File: src/rtl/time_setting_ctrl_pkg.sv
// Shared definitions for the time-setting controller: FSM states, ASCII glyphs,
// button bit positions and small field/digit helpers.
package time_setting_ctrl_pkg;

    typedef enum logic [2:0] {
        IDLE  = 3'd0,
        SET_H = 3'd1,
        SET_M = 3'd2,
        SET_S = 3'd3,
        LOAD  = 3'd4
    } state_t;

    localparam logic [7:0] CH_SP    = 8'h20;
    localparam logic [7:0] CH_0     = 8'h30;
    localparam logic [7:0] CH_COLON = 8'h3A;
    localparam logic [7:0] CH_A     = 8'h41;
    localparam logic [7:0] CH_P     = 8'h50;
    localparam logic [7:0] CH_M     = 8'h4D;

    localparam logic [127:0] LINE1_TXT = "    Time set    ";

    localparam int BTN_UP     = 15;
    localparam int BTN_DN     = 14;
    localparam int BTN_NEXT   = 13;
    localparam int BTN_CANCEL = 1;
    localparam int BTN_OK     = 0;

    function automatic logic [6:0] wrap_inc(input logic [6:0] v, input int max);
        return (v >= 7'(max)) ? 7'd0 : v + 7'd1;
    endfunction

    function automatic logic [6:0] wrap_dec(input logic [6:0] v, input int max);
        return (v == 7'd0 || v > 7'(max)) ? 7'(max) : v - 7'd1;
    endfunction

    // Two ASCII digits {tens, units} for a value 0..99.
    function automatic logic [15:0] two_digits(input logic [6:0] v);
        logic [6:0] t;
        logic [6:0] u;
        t = v / 7'd10;
        u = v % 7'd10;
        return {CH_0 + {1'b0, t}, CH_0 + {1'b0, u}};
    endfunction

endpackage

File: src/rtl/time_setting_ctrl_btn_repeat.sv
// Button rising-edge pulser with optional hold-to-repeat: pulses at the press edge,
// again HOLD_MS cycles later, then every REPEAT_MS cycles while held.
module btn_repeat #(
    parameter int HOLD_MS   = 500,
    parameter int REPEAT_MS = 100,
    parameter bit REPEAT_EN = 1'b1
) (
    input  logic clk_1kHz,
    input  logic resetn,
    input  logic i_btn,
    output logic o_pulse
);
    localparam int HW = $clog2(HOLD_MS + 1);
    localparam int RW = $clog2(REPEAT_MS + 1);
    localparam logic [HW-1:0] HOLD_C = HW'(HOLD_MS);
    localparam logic [RW-1:0] REP_C  = RW'(REPEAT_MS);

    logic          btn_q;
    logic          rpt_q, rpt_d;
    logic [HW-1:0] hold_q, hold_d;
    logic [RW-1:0] rep_q, rep_d;
    logic          edge_w, fire_w;

    assign edge_w  = i_btn & ~btn_q;
    assign o_pulse = edge_w | fire_w;

    // hold_q counts held cycles since the press edge; rep_q counts within a repeat period.
    always_comb begin
        hold_d = hold_q;
        rep_d  = rep_q;
        rpt_d  = rpt_q;
        fire_w = 1'b0;
        if (!i_btn || !REPEAT_EN) begin
            hold_d = '0;
            rep_d  = '0;
            rpt_d  = 1'b0;
        end else if (edge_w) begin
            hold_d = HW'(1);
            rep_d  = '0;
            rpt_d  = 1'b0;
        end else if (!rpt_q) begin
            if (hold_q == HOLD_C) begin
                fire_w = 1'b1;
                rpt_d  = 1'b1;
                rep_d  = RW'(1);
            end else begin
                hold_d = hold_q + 1'b1;
            end
        end else begin
            if (rep_q == REP_C) begin
                fire_w = 1'b1;
                rep_d  = RW'(1);
            end else begin
                rep_d = rep_q + 1'b1;
            end
        end
    end

    always_ff @(posedge clk_1kHz) begin
        if (!resetn) begin
            btn_q  <= 1'b0;
            rpt_q  <= 1'b0;
            hold_q <= '0;
            rep_q  <= '0;
        end else begin
            btn_q  <= i_btn;
            rpt_q  <= rpt_d;
            hold_q <= hold_d;
            rep_q  <= rep_d;
        end
    end

endmodule

File: src/rtl/time_setting_ctrl.sv
// Time-setting controller: field-select edit FSM, LCD text and one-cycle load strobe.
// Optional blinking of the selected field is enabled by defining TIME_SET_BLINK_EN.
module time_setting_ctrl #(
    parameter int HOLD_MS   = 500,
    parameter int REPEAT_MS = 100,
    parameter int H_MAX     = 23,
    parameter int MS_MAX    = 59
) (
    input  logic         clk_1kHz,
    input  logic         resetn,
    input  logic [15:0]  i_btns,
    input  logic         i_enter,
    input  logic [20:0]  i_cur_data,
    input  logic         i_mode_12h,
    output logic [127:0] o_line1,
    output logic [127:0] o_line2,
    output logic [20:0]  o_load_data,
    output logic         o_load_sig,
    output logic         o_active
);
    import time_setting_ctrl_pkg::*;

    state_t     state_q, state_d;
    logic [6:0] h_q, h_d, m_q, m_d, s_q, s_d;
    logic       up_p, dn_p, nx_p, cn_p, ok_p;
    logic       unused_btns;

    assign unused_btns = ^i_btns[12:2];

    btn_repeat #(.HOLD_MS(HOLD_MS), .REPEAT_MS(REPEAT_MS), .REPEAT_EN(1'b1)) u_up (
        .clk_1kHz(clk_1kHz), .resetn(resetn), .i_btn(i_btns[BTN_UP]), .o_pulse(up_p));
    btn_repeat #(.HOLD_MS(HOLD_MS), .REPEAT_MS(REPEAT_MS), .REPEAT_EN(1'b1)) u_dn (
        .clk_1kHz(clk_1kHz), .resetn(resetn), .i_btn(i_btns[BTN_DN]), .o_pulse(dn_p));
    btn_repeat #(.HOLD_MS(HOLD_MS), .REPEAT_MS(REPEAT_MS), .REPEAT_EN(1'b0)) u_nx (
        .clk_1kHz(clk_1kHz), .resetn(resetn), .i_btn(i_btns[BTN_NEXT]), .o_pulse(nx_p));
    btn_repeat #(.HOLD_MS(HOLD_MS), .REPEAT_MS(REPEAT_MS), .REPEAT_EN(1'b0)) u_cn (
        .clk_1kHz(clk_1kHz), .resetn(resetn), .i_btn(i_btns[BTN_CANCEL]), .o_pulse(cn_p));
    btn_repeat #(.HOLD_MS(HOLD_MS), .REPEAT_MS(REPEAT_MS), .REPEAT_EN(1'b0)) u_ok (
        .clk_1kHz(clk_1kHz), .resetn(resetn), .i_btn(i_btns[BTN_OK]), .o_pulse(ok_p));

    // Priority inside SET_*: cancel, confirm, next field, then a single up or down step.
    always_comb begin
        state_d = state_q;
        h_d     = h_q;
        m_d     = m_q;
        s_d     = s_q;
        case (state_q)
            IDLE: begin
                if (i_enter) begin
                    h_d     = i_cur_data[20:14];
                    m_d     = i_cur_data[13:7];
                    s_d     = i_cur_data[6:0];
                    state_d = SET_H;
                end
            end
            SET_H, SET_M, SET_S: begin
                if (cn_p) begin
                    state_d = IDLE;
                end else if (ok_p) begin
                    state_d = LOAD;
                end else if (nx_p) begin
                    state_d = (state_q == SET_H) ? SET_M :
                              (state_q == SET_M) ? SET_S : SET_H;
                end else if (up_p ^ dn_p) begin
                    case (state_q)
                        SET_H:   h_d = up_p ? wrap_inc(h_q, H_MAX)  : wrap_dec(h_q, H_MAX);
                        SET_M:   m_d = up_p ? wrap_inc(m_q, MS_MAX) : wrap_dec(m_q, MS_MAX);
                        default: s_d = up_p ? wrap_inc(s_q, MS_MAX) : wrap_dec(s_q, MS_MAX);
                    endcase
                end
            end
            LOAD:    state_d = IDLE;
            default: state_d = IDLE;
        endcase
    end

    always_ff @(posedge clk_1kHz) begin
        if (!resetn) begin
            state_q <= IDLE;
            h_q     <= 7'd0;
            m_q     <= 7'd0;
            s_q     <= 7'd0;
        end else begin
            state_q <= state_d;
            h_q     <= h_d;
            m_q     <= m_d;
            s_q     <= s_d;
        end
    end

    assign o_active    = (state_q == SET_H) || (state_q == SET_M) || (state_q == SET_S);
    assign o_load_sig  = (state_q == LOAD);
    assign o_load_data = {h_q, m_q, s_q};
    assign o_line1     = LINE1_TXT;

`ifdef TIME_SET_BLINK_EN
    logic [9:0] blink_q;
    logic       blink_clr, blink_on;

    // Restart the blink phase on any field or value change so edits show at once.
    assign blink_clr = (state_d != state_q) || (h_d != h_q) || (m_d != m_q) || (s_d != s_q);
    assign blink_on  = (blink_q >= 10'd500);

    always_ff @(posedge clk_1kHz) begin
        if (!resetn || blink_clr || blink_q == 10'd999) begin
            blink_q <= 10'd0;
        end else begin
            blink_q <= blink_q + 10'd1;
        end
    end
`endif

    logic [6:0]  disp_h;
    logic [15:0] hh, mm, ss, ampm;

    always_comb begin
        disp_h = h_q;
        if (i_mode_12h) begin
            if (h_q == 7'd0) begin
                disp_h = 7'd12;
            end else if (h_q > 7'd12) begin
                disp_h = h_q - 7'd12;
            end
        end
        hh   = two_digits(disp_h);
        mm   = two_digits(m_q);
        ss   = two_digits(s_q);
        ampm = i_mode_12h ? {((h_q >= 7'd12) ? CH_P : CH_A), CH_M} : {CH_SP, CH_SP};
`ifdef TIME_SET_BLINK_EN
        if (blink_on) begin
            case (state_q)
                SET_H:   hh = {CH_SP, CH_SP};
                SET_M:   mm = {CH_SP, CH_SP};
                SET_S:   ss = {CH_SP, CH_SP};
                default: ;
            endcase
        end
`endif
        o_line2 = {CH_SP, CH_SP, CH_SP, hh, CH_COLON, mm, CH_COLON, ss,
                   CH_SP, ampm, CH_SP, CH_SP};
    end

endmodule

File: config.mk
export PLATFORM = sky130hd
export DESIGN_NAME = time_setting_ctrl
export DESIGN_NICKNAME = d
export VERILOG_FILES = /design/src/rtl/time_setting_ctrl_pkg.sv /design/src/rtl/time_setting_ctrl_btn_repeat.sv /design/src/rtl/time_setting_ctrl.sv
export SDC_FILE = /design/constraint.sdc
export NUM_CORES = 1
export LEC_CHECK = 0
export ABC_AREA = 0
export CAP_MARGIN = 5
export CORE_MARGIN = 4
export CORE_UTILIZATION = 40
export CTS_BUF_LIST = sky130_fd_sc_hd__clkbuf_8
export DETAILED_ROUTE_END_ITERATION = 10
export HOLD_SLACK_MARGIN = 0.06
export PLACE_DENSITY_LB_ADDON = 0.3
export SETUP_SLACK_MARGIN = 0.4
export SYNTH_ARGS = -nofsm -noshare
export SYNTH_HDL_FRONTEND = slang
export SYNTH_SLANG_ARGS = --single-unit
File: constraint.sdc
create_clock -name clk_1kHz -period 4.9 [get_ports clk_1kHz]
set_input_delay 0.735 -clock clk_1kHz [delete_from_list [all_inputs] [get_ports clk_1kHz]]
set_output_delay 0.735 -clock clk_1kHz [all_outputs]
set_load 0.02 [all_outputs]
---- After elaboration in Yosys (flattened, before gate mapping) ----
Cells that the tools add are included.
W data, S select, Z words.
cells by class
  shift operators ......................... 0
  multipliers ............................. 0
  divide/modulo/power cells ............... 6
  $lt $le $gt $ge ......................... 8
  bitwise logic cells ..................... 20
  $add $sub $neg .......................... 17
  eq/ne operators ......................... 21
  muxes and demuxes ....................... 66
  reductions and logical operators ........ 26
operators by type and width
  kind                   count
  $mux W7                36
  $add A6 B7 Y8 const A  6
  $pmux W7 S2            3
  $add A7 B1 Y7 const B  5
  $div A7 B4 Y7 const B  3
  $logic_not A7 Y1       3
  $mod A7 B4 Y7 const B  3
  $reduce_and A7 Y1      3
  $sub A7 B1 Y7 const B  3
  $ne A2 B2 Y1 const B   10
  $add A9 B1 Y9 const B  2
  $eq A9 B9 Y1 const B   2
  $mux W1                18
  $mux W15               1
  $eq A7 B7 Y1 const B   2
  $ge A7 B6 Y1 const B   2
  $gt A7 B6 Y1 const B   2
  $reduce_and A2 Y1      7
  $mux W3                4
  $not A1 Y1             12
  $reduce_or A3 Y1       3
  $ge A7 B4 Y1 const B   1
  $ge A7 B5 Y1 const B   1
  $gt A7 B4 Y1 const B   1
  17 further kinds       31
word-level totals
  register bits after elaboration ......... 63
  output and inout port bits .............. 279
  ROM bits ................................ 0
  input port bits ......................... 41
  bits in latches ......................... 0
  word-level logic and storage cells ...... 181
  bits in writable memories ............... 0
  memories ................................ 0

---- Logic depth before layout (Yosys ltp) ----
Gate-level depths: netlist of the first run.
  depth after elaboration ................. 13
  gate-level depth with buffers ........... 14
  mapped depth without buffers ............ 11

---- Cells and area by module ----
From an unflattened synthesis of the first run, not the netlist that was laid out.
unflattened totals
  cell total of the unflattened synthesis .. 996
  area total of the unflattened synthesis .. 7,524.7 sq um
modules (own cells, without submodules)
  module                 times used  sequential area each (sq um)  cells an instance  area each (sq um)
  time_setting_ctrl      1           480.5                         789                5,577.8
  btn_repeat (u_dn ...)  2           360.3                         99                 913.4
  btn_repeat (u_cn ...)  3           20.0                          3                  40.0

---- Worst setup path after synthesis of the first run ----
Ideal clock, no wire load.
  path type ............................... input-to-output
  start ................................... in i_mode_12h
  end ..................................... out o_line2[94]
  buffers on the path ..................... 1
  arrival time ............................ 3.746 ns
  slack ................................... 0.419 ns
  data required time ...................... 4.165 ns
  cell stages on the path ................. 10
  path through ............................ buf_2 > or4b_4 > or4_4 > nand2_2 > xnor2_1 > a31oi_1 > a221oi_2 > inv_1 > ha_1 > xnor2_1
between the ends
  word-level cells in the longest chain between the ends .. 3
ends and longest elaborated chain
  element          RTL line                     RTL
  start, declared  time_setting_ctrl.sv:14      input logic i_mode_12h,
  $mux W7          time_setting_ctrl.sv:118     if (i_mode_12h) begin
  $mod A7 B4 Y7    time_setting_ctrl_pkg.sv:41  u = v % 7'd10;
  $add A6 B7 Y8    time_setting_ctrl_pkg.sv:42  return {CH_0 + {1'b0, t}, CH_0 + {1'b0, u}};
  end, declared    time_setting_ctrl.sv:16      output logic [127:0] o_line2,
No other way between the ends.

---- Final worst setup path of the first run ----
  start ................................... in i_mode_12h
  end ..................................... out o_line2[91]
The elaborated chain is that of the path after synthesis.

==> impl_metrics.toml, run 1 <==
[cells_and_area]
final_nets = 1133
layout-area-overhead-vs-synth_pct = 8.79
multi_input_comb_area_mm2 = 0.00482
drive_above_1_share_pct = 8.34
fin_area_mm2 = 0.00792
seqCellArea_mm2 = 0.00126
layout.cells.non_filler = 1296
post-route-util_pct = 44.2
fill_cells = 1877
diodes = 0

[pwr]
p_total_w = 0.00234
p_leak_nw = 3.26
netSwitchingPower_w = 0.00107
power_density_mw_per_mm2 = 296
p_int_w = 0.00127
comb_power_share_pct = 57.0
p_seq_share_pct = 25.4
max-vdd-ir-drop_v = 0.000179
swShare_pct = 45.8
clockPowerShare_pct = 17.6

[route]
ant_nets = 0
dr.pass1.iters = 5
wl_per_cell_um = 13.5
viasPerCell = 4.93
drt-total-wl_um = 17500
vias = 6393
drt_iter0_drc = 377
drc = 0

[synthesis]
synthCells = 984
synth.top_cells.by_area = "buf_4 (23%), dfxtp_1 (17%), ha_1 (5.2%)"
yosys_warnings = 0
post_synth.cell_area_avg_um2 = 7.39
synth.most_common_cell = "buf_4"
netlist_top_cells_count = "buf_4 (219), nor2_1 (77), nand2_1 (64)"
synthesis.area_mm2 = 0.00728
yosysSeqAreaShare_pct = 17.3
synth-seq-cells = 63
synthArstFlopShare_pct = 0
synth_top_area_share_pct = 22.6
yosysTopAreaCell = "buf_4"
ys.flop_type = "dfxtp_1"
synth.distinct_cells = 78
synth_edf_count = 0

[floorplan]
start_util_pct = 40.6
rows = 49
ios = 320
die_width_um = 143
dieArea_mm2 = 0.0204
chipHeight_um = 143
core_area_mm2 = 0.0179

[run]
cap_violations = 0

[clock_tree]
clock_sinks = 63
cts_max_level = 3
path_clk_slew_ns = 0.07
numCtsBuffers = 9
cts_root_buffer = "clkbuf_8"
tritoncts = "done"
clock_tree.buffer_depth = 2
clk-insertion-delay-late_ns = 0.34
ctsHoldBuffers = 0

[global_route]
first_global_vias = 5360
antenna_found_initial = 0
overflow = 0
grt_usage_pct = 15.7
grt_pass1_wl_um = 27000
grt_start_max_net_pins = 30

[timing]
hold_violations = 0
rsz0062_at_grt = "no"
tightest_slew_ns = 1.07
slew_headroom_pct = 28.4
finalCriticalPeriod_ns = 4.34
timing.setup.tns_ns = 0
clock.fmax_ghz = 0.231
slew_violations = 0
setup_viol = 0
finalClockSkew_ns = 0.00827
fin_crit_sh_pct = 88.5

[worst_setup_path]
critical_path_class = "primary input to output port"
arrival_ns = 3.60
r2r_slack_ns = 1.36
crit_fanout = 13
crit_required_ns = 4.16
r2r-end = "m_q[5]"
path_cells = "clkdlybuf4s50_1, buf_4, a21bo_2, o311a_1, nor4_1, buf_4, and3_1, o211ai_1, o211ai_1, clkdlybuf4s50_1"
r2r_start = "u_up.hold_q[0]"
crit_slowest_cell = "clkdlybuf4s50_1"
reg2regPathDepth = 9
max_stage_delay_ns = 0.63
end_kind = "output port"
start_kind = "primary input"

[worst_hold_path]
hp-class = "flip-flop to flip-flop"
holdPathStages = 1
worstHoldStart = "u_up.btn_q"
whs_endpoint = "u_up.hold_q[0]"

[place]
gp_congestion = 0.880
place_inst = 1279
place_area_mm2 = 0.00769
port-buffer-count = 97
dp_hpwl_um = 13400

[outcome]
status = "finished, final reports clean"
[worst max-delay path: cells and delay by family]
kind | cells | cell delay, ns
AOI/OAI and AO/OA | 4 | 0.80
buffers and inverters | 4 | 1.53
and+or+nand+nor | 2 | 0.53
[per-stage QoR]
step	hold slack, ns	setup slack [ns]
floorplan	0.439	0.419
global placement	0.464	0.0943
detailed placement	0.463	0.0417
CTS	0.474	0.357
global route	0.492	0.393
finish	0.465	0.564
[worst max path at each step]
stage / slack, ns / endpoint / from / cells after the start
6_report: 0.56 / o_line2[91] / i_mode_12h / 10
5_1_grt: 0.39 / o_line2[70] / m_q[3] / 9
4_1_cts: 0.36 / o_line2[94] / i_mode_12h / 11
3_5_place_dp: 0.04 / o_line2[94] / i_mode_12h / 12
3_3_place_gp: 0.09 / o_line2[94] / i_mode_12h / 12
2_1_floorplan: 0.42 / o_line2[94] / i_mode_12h / 10
[cell families after synthesis]
family | Yosys count | synth area share, %
AOI/OAI and AO/OA | 223 | 21.2
other | 2 | 0.103
DFF | 63 | 17.3
xor gates and xnor gates | 47 | 5.66
muxes | 13 | 1.84
adders and majority gates | 34 | 5.71
and+or+nand+nor | 289 | 20.4
buffers and inverters | 313 | 27.7
[flip-flops by register name, summed over array words and instances (netlist names)]
| name | cells |
|---|---|
| h_q | 7 |
| m_q | 7 |
| s_q | 7 |
| state_q | 3 |
| u_cn.btn_q | 1 |
| u_dn.btn_q | 1 |
| u_dn.hold_q | 9 |
| u_dn.rep_q | 7 |
| u_dn.rpt_q | 1 |
| u_nx.btn_q | 1 |
| u_ok.btn_q | 1 |
| u_up.btn_q | 1 |
| u_up.hold_q | 9 |
| u_up.rep_q | 7 |
| u_up.rpt_q | 1 |
[layout make-up]
class	count	area share [%]
repair buffers	129	15.2
clock inverters	6	0.569
clock buffers	10	1.74
well taps	229	3.62
multi-input cells	817	60.9
inverters	42	1.99
flip-flops and latches	63	16.0
[cells in the final DEF, fill, tap and decap left out, types with 5 or more instances in the layout]
| cell type | count |
|---|---|
| clkdlybuf4s50_1 | 91 |
| a211oi_1 | 16 |
| a21oi_1 | 55 |
| conb_1 | 211 |
| nor2b_1 | 7 |
| and2_1 | 9 |
| dfxtp_1 | 60 |
| o21ai_0 | 42 |
| xnor2_1 | 27 |
| nor2_1 | 77 |
| nand3_1 | 21 |
| nand2_1 | 64 |
| and3_1 | 12 |
| nand2b_1 | 11 |
| inv_1 | 41 |
| xor2_1 | 20 |
| buf_4 | 32 |
| nor4_1 | 7 |
| mux2i_1 | 10 |
| a31oi_1 | 13 |
| o311ai_0 | 8 |
| o211ai_1 | 14 |
| nand4_1 | 10 |
| or2_2 | 5 |
| nor3_1 | 26 |
| a221oi_1 | 5 |
| ha_1 | 29 |
| a311oi_1 | 11 |
| nand3b_1 | 9 |
| clkbuf_8 | 10 |
| nand4b_1 | 6 |
[metal layers]
layer	vias to the layer above	wire length (um)	part of all wire [%]	track usage, %
li1	3168	-	-	-
met1	2975	7650	44	21.6
met2	237	8500	49	26.0
met3	13	1170	6.7	2.55
met4	0	165	0.94	3.35
met5	-	0	0	0
[power groups by stage]
| stage | registers, W | logic (W) | clock network (W) |
|---|---|---|---|
| global route | 0.000602 | 0.00145 | 0.000454 |
| floorplan | 0.000597 | 0.00103 | 0 |
| CTS | 0.000594 | 0.00131 | 0.000427 |
| detailed placement | 0.000605 | 0.00132 | 0 |
| global placement | 0.000605 | 0.00131 | 0 |
| finish | 0.000595 | 0.00134 | 0.000412 |
[what timing repair did]
action,4_1_cts,5_1_grt
cloned,0,0
pin swaps,0,2
setup endpoints to repair,6,15
setup buffers,0,1
resized for setup,7,16
Power figures use the tool's default switching activity.
==> run 2, diff against run 1 <==
- CORE_MARGIN: 4 -> 2
==> run 2 against run 1 <==
Net effect: worst setup slack improved by 0.0024 ns; utilization grew 0.14 points; sequential power decreased by 2%; critical path type unchanged; largest cell class unchanged; largest power group unchanged; highest routed layer unchanged.
==> impl_metrics.toml, run 2 (synthesized netlist as in run 1, its figures left out) <==
[timing]
clock.fmax_ghz = 0.231
finalClockSkew_ns = 0.00814
fin_crit_sh_pct = 88.4
slew_violations = 0
setup_viol = 0
hold_violations = 0
tightest_slew_ns = 1.03
slew_headroom_pct = 31.2
rsz0062_at_grt = "yes"
timing.setup.tns_ns = 0
finalCriticalPeriod_ns = 4.33

[cells_and_area]
diodes = 0
fin_area_mm2 = 0.00794
final_nets = 1138
mostFrequentLayoutCells = "conb_1 (211), clkdlybuf4s50_1 (92), nor2_1 (77)"
seqCellArea_mm2 = 0.00126
fill_cells = 1888
drive_above_1_share_pct = 8.58
layout-area-overhead-vs-synth_pct = 9.13
mostFrequentLayoutCell = "conb_1"
layout.cells.non_filler = 1301
multi_input_comb_area_mm2 = 0.00482
largestRegisters = "u_dn.hold_q x9, u_up.hold_q x9"

[route]
ant_nets = 0
vias = 6381
dr.pass1.iters = 5
wl_per_cell_um = 13.0
viasPerCell = 4.90
drt_iter0_drc = 371
drc = 0
drt-total-wl_um = 16900

[worst_setup_path]
start_kind = "primary input"
arrival_ns = 3.60
crit_fanout = 13
end_kind = "output port"
critical_path_class = "primary input to output port"
crit_required_ns = 4.16

[clock_tree]
cts_root_buffer = "clkbuf_8"
clock_tree.buffer_depth = 2
cts_max_level = 3
ctsHoldBuffers = 0
path_clk_slew_ns = 0.07
tritoncts = "done"
clk-insertion-delay-late_ns = 0.33
numCtsBuffers = 9
clock_sinks = 63

[pwr]
clockPowerShare_pct = 17.0
p_seq_share_pct = 25.2
netSwitchingPower_w = 0.00106
p_total_w = 0.00232
swShare_pct = 45.4
power_density_mw_per_mm2 = 293
p_leak_nw = 3.29
p_int_w = 0.00127
max-vdd-ir-drop_v = 0.000196
comb_power_share_pct = 57.8

[floorplan]
rows = 49
dieArea_mm2 = 0.0193
ios = 320
core_area_mm2 = 0.0179
chipHeight_um = 139
start_util_pct = 40.6
die_width_um = 139

[global_route]
grt_start_max_net_pins = 30
antenna_found_initial = 0
first_global_vias = 5332
grt_usage_pct = 16.1
grt_pass1_wl_um = 26500
overflow = 0

[place]
port-buffer-count = 97
place_inst = 1285
gp_congestion = 0.866
dp_hpwl_um = 12800
place_area_mm2 = 0.00774

[outcome]
status = "finished, final reports clean"

[worst_hold_path]
hp-class = "flip-flop to flip-flop"

[run]
cap_violations = 0
## run 2: timing repair
| item | in CTS | in global routing |
|---|---|---|
| pin swaps | 0 | 2 |
| setup endpoints to repair | 9 | 10 |
| endpoints found under the hold margin | 0 | 0 |
| buffers inserted | 0 | 0 |
| resized for setup | 8 | 15 |
| cloned | 0 | 0 |
## run 2: critical path, cell delays in order
cell and delay, ns:
clkdlybuf4s50_1 0.51, buf_4 0.20, a21bo_2 0.27, o311a_1 0.34, nor4_1 0.38, buf_4 0.19, and3_1 0.15, o211ai_1 0.09
o211ai_1 0.10, clkdlybuf4s50_1 0.63
## run 2: area by class of cell
cell class,instances,share of cell area (%)
Clock buffer,10,1.73
Clock inverter,6,0.473
Inverter,42,1.99
Multi-Input combinational cell,817,60.7
Sequential cell,63,15.9
Tap cell,229,3.61
Timing Repair Buffer,134,15.6
## run 2: final timing paths
check             depth (start not counted)  slack, ns        endpoint       start
setup / recovery                         10       0.57     o_line2[91]  i_mode_12h
hold / removal                            1       0.48  u_up.hold_q[0]  u_up.btn_q
setup reg to reg                          7       1.42          m_q[5]  state_q[0]
hold reg to reg                           1       0.48  u_up.hold_q[0]  u_up.btn_q
## run 2: routing by layer
layer / wire [um] / global-route usage [%] / share of wire (%)
met1: 7810 / 22.4 / 46
met2: 8190 / 26.7 / 48
met3: 819 / 2.31 / 4.8
met4: 95 / 2.87 / 0.56
met5: 0 / 0 / 0
## run 2: power by group through the flow
stage	Sequential [W]	Clock, W	Combinational [W]
2_1_floorplan	0.000597	0	0.00103
3_3_place_gp	0.000595	0	0.00133
3_5_place_dp	0.000596	0	0.00134
4_1_cts	0.000584	0.000410	0.00133
5_1_grt	0.000591	0.000430	0.00145
6_report	0.000586	0.000394	0.00134
## run 2: per-stage QoR
stage | util [%] | hold slack [ns] | setup WS [ns]
finish | 44.4 | 0.482 | 0.567
CTS | 44.2 | 0.486 | 0.439
global placement | 43.2 | 0.449 | 0.162
global route | 44.4 | 0.513 | 0.347
floorplan | - | 0.439 | 0.419
detailed placement | 43.2 | 0.468 | 0.0646
==> run 3, diff against run 2 <==
--- a/config.mk
+++ b/config.mk
@@ -11,4 +11,5 @@
 export CORE_UTILIZATION = 40
 export CTS_BUF_LIST = sky130_fd_sc_hd__clkbuf_8
+export CTS_CLUSTER_SIZE = 40
 export DETAILED_ROUTE_END_ITERATION = 10
 export HOLD_SLACK_MARGIN = 0.06
==> constraint.sdc (replaced) <==
create_clock -name clk_1kHz -period 4.9 [get_ports clk_1kHz]
set_input_delay 0.98 -clock clk_1kHz [delete_from_list [all_inputs] [get_ports clk_1kHz]]
set_output_delay 0.98 -clock clk_1kHz [all_outputs]
set_load 0.02 [all_outputs]
==> run 3 against run 2 <==
Net effect: routed wire length up 1.7%; first-iteration DRC count increased by 15%; critical path depth increased by 3; clock power rose by 19%; clock skew rose by 0.0015 ns; worst setup slack got worse by 0.011 ns; die area did not move; critical path type unchanged; critical endpoint is now o_line2[93]; largest power group unchanged; highest routed layer unchanged.
==> impl_metrics.toml, run 3 (synthesized netlist as in run 1, its figures left out) <==
[place]
port-buffer-count = 97
place_ws_ns = -0.256
dp_hpwl_um = 13000
gp_congestion = 0.867
place_area_mm2 = 0.00791

[global_route]
gr-usage-met2_pct = 27.1
antenna_found_initial = 0
grt_use_met3_pct = 3.56
grt_pass1_wl_um = 27100
overflow = 0
busiest_layer = "met2"
first_global_vias = 5430
grt_usage_pct = 16.5
met1_usage_pct = 22.7
grt_start_max_net_pins = 30

[worst_setup_path]
cp_num_buf_inv = 6
crit_slowest_cell = "nor3_2"
critical_path_class = "primary input to output port"
crit_fanout = 13
critPathLaunch = "i_mode_12h"
r2r_slack_ns = 1.52
timing.critical_path.mode_cell = "buf_4"
r2r_start = "u_up.hold_q[0]"
max_stage_delay_ns = 0.32
r2r-end = "m_q[5]"
start_kind = "primary input"
path_cells = "dlygate4sd2_1, buf_4, a21bo_2, o311ai_1, buf_4, nand4_2, nor3_2, a31oi_4, a221oi_4, inv_2, ha_4, inv_4, buf_4"
end_kind = "output port"
crit_required_ns = 3.92
critical-path-top-delay-family = "compound AO/OA/AOI/OAI gates"
reg2regPathDepth = 9
arrival_ns = 3.36

[floorplan]
start_util_pct = 40.6
dieArea_mm2 = 0.0193
chipHeight_um = 139
ios = 320
die_width_um = 139
rows = 49
core_area_mm2 = 0.0179

[route]
ant_nets = 0
vias = 6396
viasPerCell = 4.84
drt_iter0_drc = 428
dr.pass1.iters = 5
drc = 0
wl_per_cell_um = 13.0
drt-total-wl_um = 17200

[timing]
finalCriticalPeriod_ns = 4.34
setup_ws_ns = 0.555
rsz0062_at_grt = "no"
finalClockSkew_ns = 0.00967
fin_crit_sh_pct = 88.7
clock.fmax_ghz = 0.230
slew_headroom_pct = 36.0
tightest_slew_ns = 0.961
setup_viol = 0
hold_violations = 0
whs_ns = 0.490
slew_violations = 0

[pwr]
p_seq_share_pct = 23.8
comb_power_share_pct = 57.3
max-vdd-ir-drop_v = 0.000173
clockPowerShare_pct = 18.9
swShare_pct = 44.2
p_int_w = 0.00138
p_leak_nw = 3.47
netSwitchingPower_w = 0.00109
power_density_mw_per_mm2 = 299

[clock_tree]
path_clk_slew_ns = 0.07
clk-insertion-delay-late_ns = 0.35
cts_max_level = 3
tritoncts = "done"
clock_sinks = 63
cts_root_buffer = "clkbuf_8"
numCtsBuffers = 9
clock_tree.buffer_depth = 2

[worst_hold_path]
whs_endpoint = "u_up.hold_q[0]"
hp-class = "flip-flop to flip-flop"
holdPathStages = 1
worstHoldStart = "u_up.btn_q"

[cells_and_area]
mostFrequentLayoutCell = "conb_1"
final_nets = 1160
multi_input_comb_area_mm2 = 0.00492
mostFrequentLayoutCells = "conb_1 (211), clkdlybuf4s50_1 (85), nor2_1 (77)"
diodes = 0
layout-area-overhead-vs-synth_pct = 13.3
fill_cells = 1807
largestRegisters = "u_dn.hold_q x9, u_up.hold_q x9"
drive_above_1_share_pct = 12.3
post-route-util_pct = 46.0
seqCellArea_mm2 = 0.00127
fin_area_mm2 = 0.00824

[run]
cap_violations = 0

[outcome]
status = "finished, final reports clean"
[run 3: cell types whose count changed in the layout (fill, tap and decap cells not counted), moves of 3 or more]
| cell | change |
|---|---|
| inv_2 | +3 |
| dfxtp_2 | +3 |
| dfxtp_1 | -4 |
| inv_1 | -4 |
| buf_4 | +23 |
| clkdlybuf4s50_1 | -7 |
[run 3: worst register-to-register path, stage by stage (launching register included)]
cell	delay [ns]
dfxtp_1	0.46
inv_1	0.07
ha_1	0.21
nand4_1	0.12
nor3_1	0.10
o31ai_4	0.79
xnor2_1	0.34
o31ai_2	0.80
a21oi_1	0.14
a311oi_1	0.27
[run 3: how the worst max path moves through the flow]
| stage | slack (ns) | end | depth (start not counted) |
|---|---|---|---|
| after floorplan | 0.31 | o_line2[94] | 10 |
| after global placement | -0.22 | o_line2[94] | 13 |
| after detailed placement | -0.26 | o_line2[94] | 13 |
| after CTS | 0.41 | o_line2[89] | 11 |
| after global routing | 0.41 | o_line2[46] | 11 |
| final | 0.56 | o_line2[93] | 13 |
[run 3: final cells by class]
type                            count  area share, %
Multi-Input combinational cell    817           59.7
Clock inverter                      4          0.562
Tap cell                          229           3.48
Inverter                           42           1.94
Sequential cell                    63           15.4
Timing Repair Buffer              156           17.1
Clock buffer                       11           1.84
[run 3: metal layers]
layer / share of wire [%] / vias up / routed length, um
li1: - / 3238 / -
met1: 45 / 2935 / 7750
met2: 48 / 213 / 8230
met3: 6.5 / 10 / 1110
met4: 0.60 / 0 / 104
met5: 0 / - / 0
[run 3: power groups by stage]
stage	combinational, W	sequential, W	clock, W
after floorplan	0.00104	0.000597	0
final	0.00141	0.000587	0.000467
after global routing	0.00153	0.000593	0.000499
after detailed placement	0.00138	0.000595	0
after global placement	0.00138	0.000595	0
after CTS	0.00139	0.000585	0.000480
[run 3: through the flow]
step,cells,power (W),TNS (ns)
floorplan,1193,0.00163,0
global placement,1303,0.00197,-0.602
detailed placement,1303,0.00198,-0.710
CTS,1319,0.00245,0
global route,1322,0.00262,0
finish,1322,0.00247,0
[run 3: repair_timing]
action                     CTS  global route
pin swaps                    7             4
buffers inserted             1             3
setup endpoints to repair   16            15
gates resized for setup     37            25
hold buffers                 0             0
==> patch, RTL diff (config.mk and constraints of run 2) <==
Build with the macro `TIME_SET_BLINK_EN` defined.
--- a/src/rtl/time_setting_ctrl.sv
+++ b/src/rtl/time_setting_ctrl.sv
@@ -1,4 +1,6 @@
 // Time-setting controller: field-select edit FSM, LCD text and one-cycle load strobe.
 // Optional blinking of the selected field is enabled by defining TIME_SET_BLINK_EN.
+`define TIME_SET_BLINK_EN
+
 module time_setting_ctrl #(
     parameter int HOLD_MS   = 500,
Check against the original RTL: no difference found for any inputs over 4 cycles, from zero or initial values and one cycle with resetn low; that may be too few to reach the edited logic, so the function may still have changed.
==> patch against run 2 <==
The flow now finishes with violations (negative setup slack). Sequential power increased by 9.9%. Via count increased by 38%. Combinational power increased by 48%. Design area increased by 33%. Clock skew increased by 0.014 ns. Total power increased by 38%. Largest power group unchanged. Sequential cell count increased by 10. Routed wire length increased by 53%. Worst setup slack got worse by 1.8 ns. Synthesized area increased by 22%. Count of clock-buffer cells in the layout increased by 1. Global-route usage increased by 4.6 points.
==> patch: results (changes against run 2) <==
----------------------------------------------------
[Setup path]
  Worst setup path startpoint ... h_q[2] (was i_mode_12h)
  Critical-path cell with the highest stage delay ... sky130_fd_sc_hd__or4b_4 (was sky130_fd_sc_hd__clkdlybuf4s50_1)
  Delay-heaviest family, CP ... simple AND/OR/NAND/NOR gates (was buffers and inverters)
  Largest stage delay on the critical path ... 0.50 ns (was 0.63 ns)
  Largest fanout of any net on the critical path ... 4 (was 13)
  Beginning of the worst register-to-register path ... s_q[1] (was state_q[0])

[Clock tree]
  Clock insertion delay at the later pin of the skew report ... 0.38 ns (was 0.33 ns)
  Clock transition at the register clock pins on the worst setup and hold paths after CTS ... 0.10 ns (was 0.07 ns)

[Pwr]
  Maximum VDD drop ... 0.251 mV (was 0.196 mV)
  Pleak ... 4.43 nW (was 3.29 nW)

[GRT]
  Number of global-route vias before repair ... 7924 (was 5332)
  Tot GR Track Use ... 20.6% (was 16.1%)
  First-pass GRT wire length ... 40.3 mm (was 26.5 mm)
  Pin count of the biggest net entering global routing ... 25 (was 30)

[Logic synthesis]
  Number of distinct standard cells referenced by the synthesized netlist ... 93 (was 78)
  Cell types with the largest area share after synthesis ... sky130_fd_sc_hd__buf_4 (18%), sky130_fd_sc_hd__dfxtp_1 (16%), sky130_fd_sc_hd__nor2_1 (5.4%) (was sky130_fd_sc_hd__buf_4 (23%), sky130_fd_sc_hd__dfxtp_1 (17%), sky130_fd_sc_hd__ha_1 (5.2%))

[Route]
  Pre-antenna DRT Iters ... 7 (was 5)
  Number of violations reported at the end of detailed-routing iteration 0 ... 715 (was 371)
  WL final ... 25.9 mm (was 16.9 mm)

[Placed design]
  Routability cong. ... 0.960 (was 0.866)
  Dpl hpwl ... 19.8 mm (was 12.8 mm)
  Buffers added on ports ... 100 (was 97)

[Final layout]
  Layout cell share with drive strength beyond 1 ... 15.8% (was 8.58%)
  Fill cell instance count of the final layout ... 2166 (was 1888)
  Largest registers ... blink_q (10), u_dn.hold_q (9), u_up.hold_q (9) (was u_dn.hold_q (9), u_up.hold_q (9))

[STA]
  Worst clock skew ... 0.0224 ns (was 0.00814 ns)
  Final-layout setup total negative slack ... -8.26 ns (was 0 ns)
  Worst Tran Pin Value ... 1.02 ns (was 1.03 ns)
  Worst setup margin ... -1.28 ns (was 0.567 ns)
  Setup-failing EPs final ... 9 (was 0)

[Status]
  Violated checks ... negative setup slack
  Status ... complete, but fails checks (was finished clean)

[Min path]
  Start point of the worst min-delay path ... u_dn.btn_q (was u_up.btn_q)

----------------------------------------------------
==> patch: cell count changes after synthesis, moves of 8 or more <==
cell                              run 2  this run
sky130_fd_sc_hd__nand2_1             64        82
sky130_fd_sc_hd__clkbuf_1            35        55
sky130_fd_sc_hd__a311oi_1            11         1
sky130_fd_sc_hd__a21oi_1             55        75
sky130_fd_sc_hd__o211ai_1            14         2
sky130_fd_sc_hd__and3_1              12        22
sky130_fd_sc_hd__dfxtp_1             63        73
sky130_fd_sc_hd__o21ai_0             43        73
sky130_fd_sc_hd__o22ai_1              4        12
sky130_fd_sc_hd__nor2_1              77       127
sky130_fd_sc_hd__nand3_1             21        32
sky130_fd_sc_hd__buf_2               10         2
sky130_fd_sc_hd__and2_1               9        26
==> patch: report_power, final <==
| group | total [mW] | internal, mW | switching (mW) |
|---|---|---|---|
| clock network | 0.576 | 0.318 | 0.258 |
| registers | 0.644 | 0.612 | 0.0319 |
| logic | 1.98 | 0.892 | 1.09 |
==> patch: path summary, 6_finish.rpt <==
| path | endpoint | slack, ns | cells after the start |
|---|---|---|---|
| min reg2reg | u_dn.hold_q[0] | 0.45 | 1 |
| min | u_dn.hold_q[0] | 0.45 | 1 |
| max reg2reg | blink_q[5] | 0.99 | 12 |
| max | o_line2[94] | -1.28 | 29 |
==> patch: cell type report <==
class | count | share of cell area, %
repair buffers | 216 | 17.9
flip-flops and latches | 73 | 13.9
inverters | 49 | 1.74
clock buffers | 11 | 1.43
clock inverters | 5 | 0.817
well taps | 280 | 3.32
multi-input cells | 1043 | 60.9
==> patch: cell families after synthesis <==
family / count (synthesis) / share of synthesized area (%)
AOI/OAI and AO/OA: 307 / 23.9
xor gates and xnor gates: 51 / 5.02
adders and majority gates: 35 / 4.93
buffers and inverters: 325 / 23.0
DFF: 73 / 16.4
muxes: 17 / 1.94
other: 2 / 0.0845
and+or+nand+nor: 425 / 24.8
==> patch: per-stage QoR <==
stage | std cells | utilization, % | hold WS (ns) | worst slack [ns] | instance area [um2]
floorplan | 1441 | - | 0.439 | -1.18 | 9770
global placement | 1650 | 46.1 | 0.458 | -2.11 | 10100
detailed placement | 1650 | 46.1 | 0.467 | -2.20 | 10100
CTS | 1674 | 48.0 | 0.469 | -1.34 | 10500
global route | 1677 | 48.4 | 0.496 | -1.50 | 10600
finish | 1677 | 48.4 | 0.449 | -1.28 | 10600
==> patch: timing repair <==
item	in CTS	in global routing
endpoints found under the setup margin	18	18
pin swaps	20	17
gates resized for setup	77	21
setup buffers	8	3
==> patch: layer usage <==
layer	GRT usage, %	share of wire (%)	routed length (um)
met5	0	0	0
met4	6.97	2.2	570
met3	2.95	7.3	1900
met2	34.9	48	12400
met1	27.0	42	11000
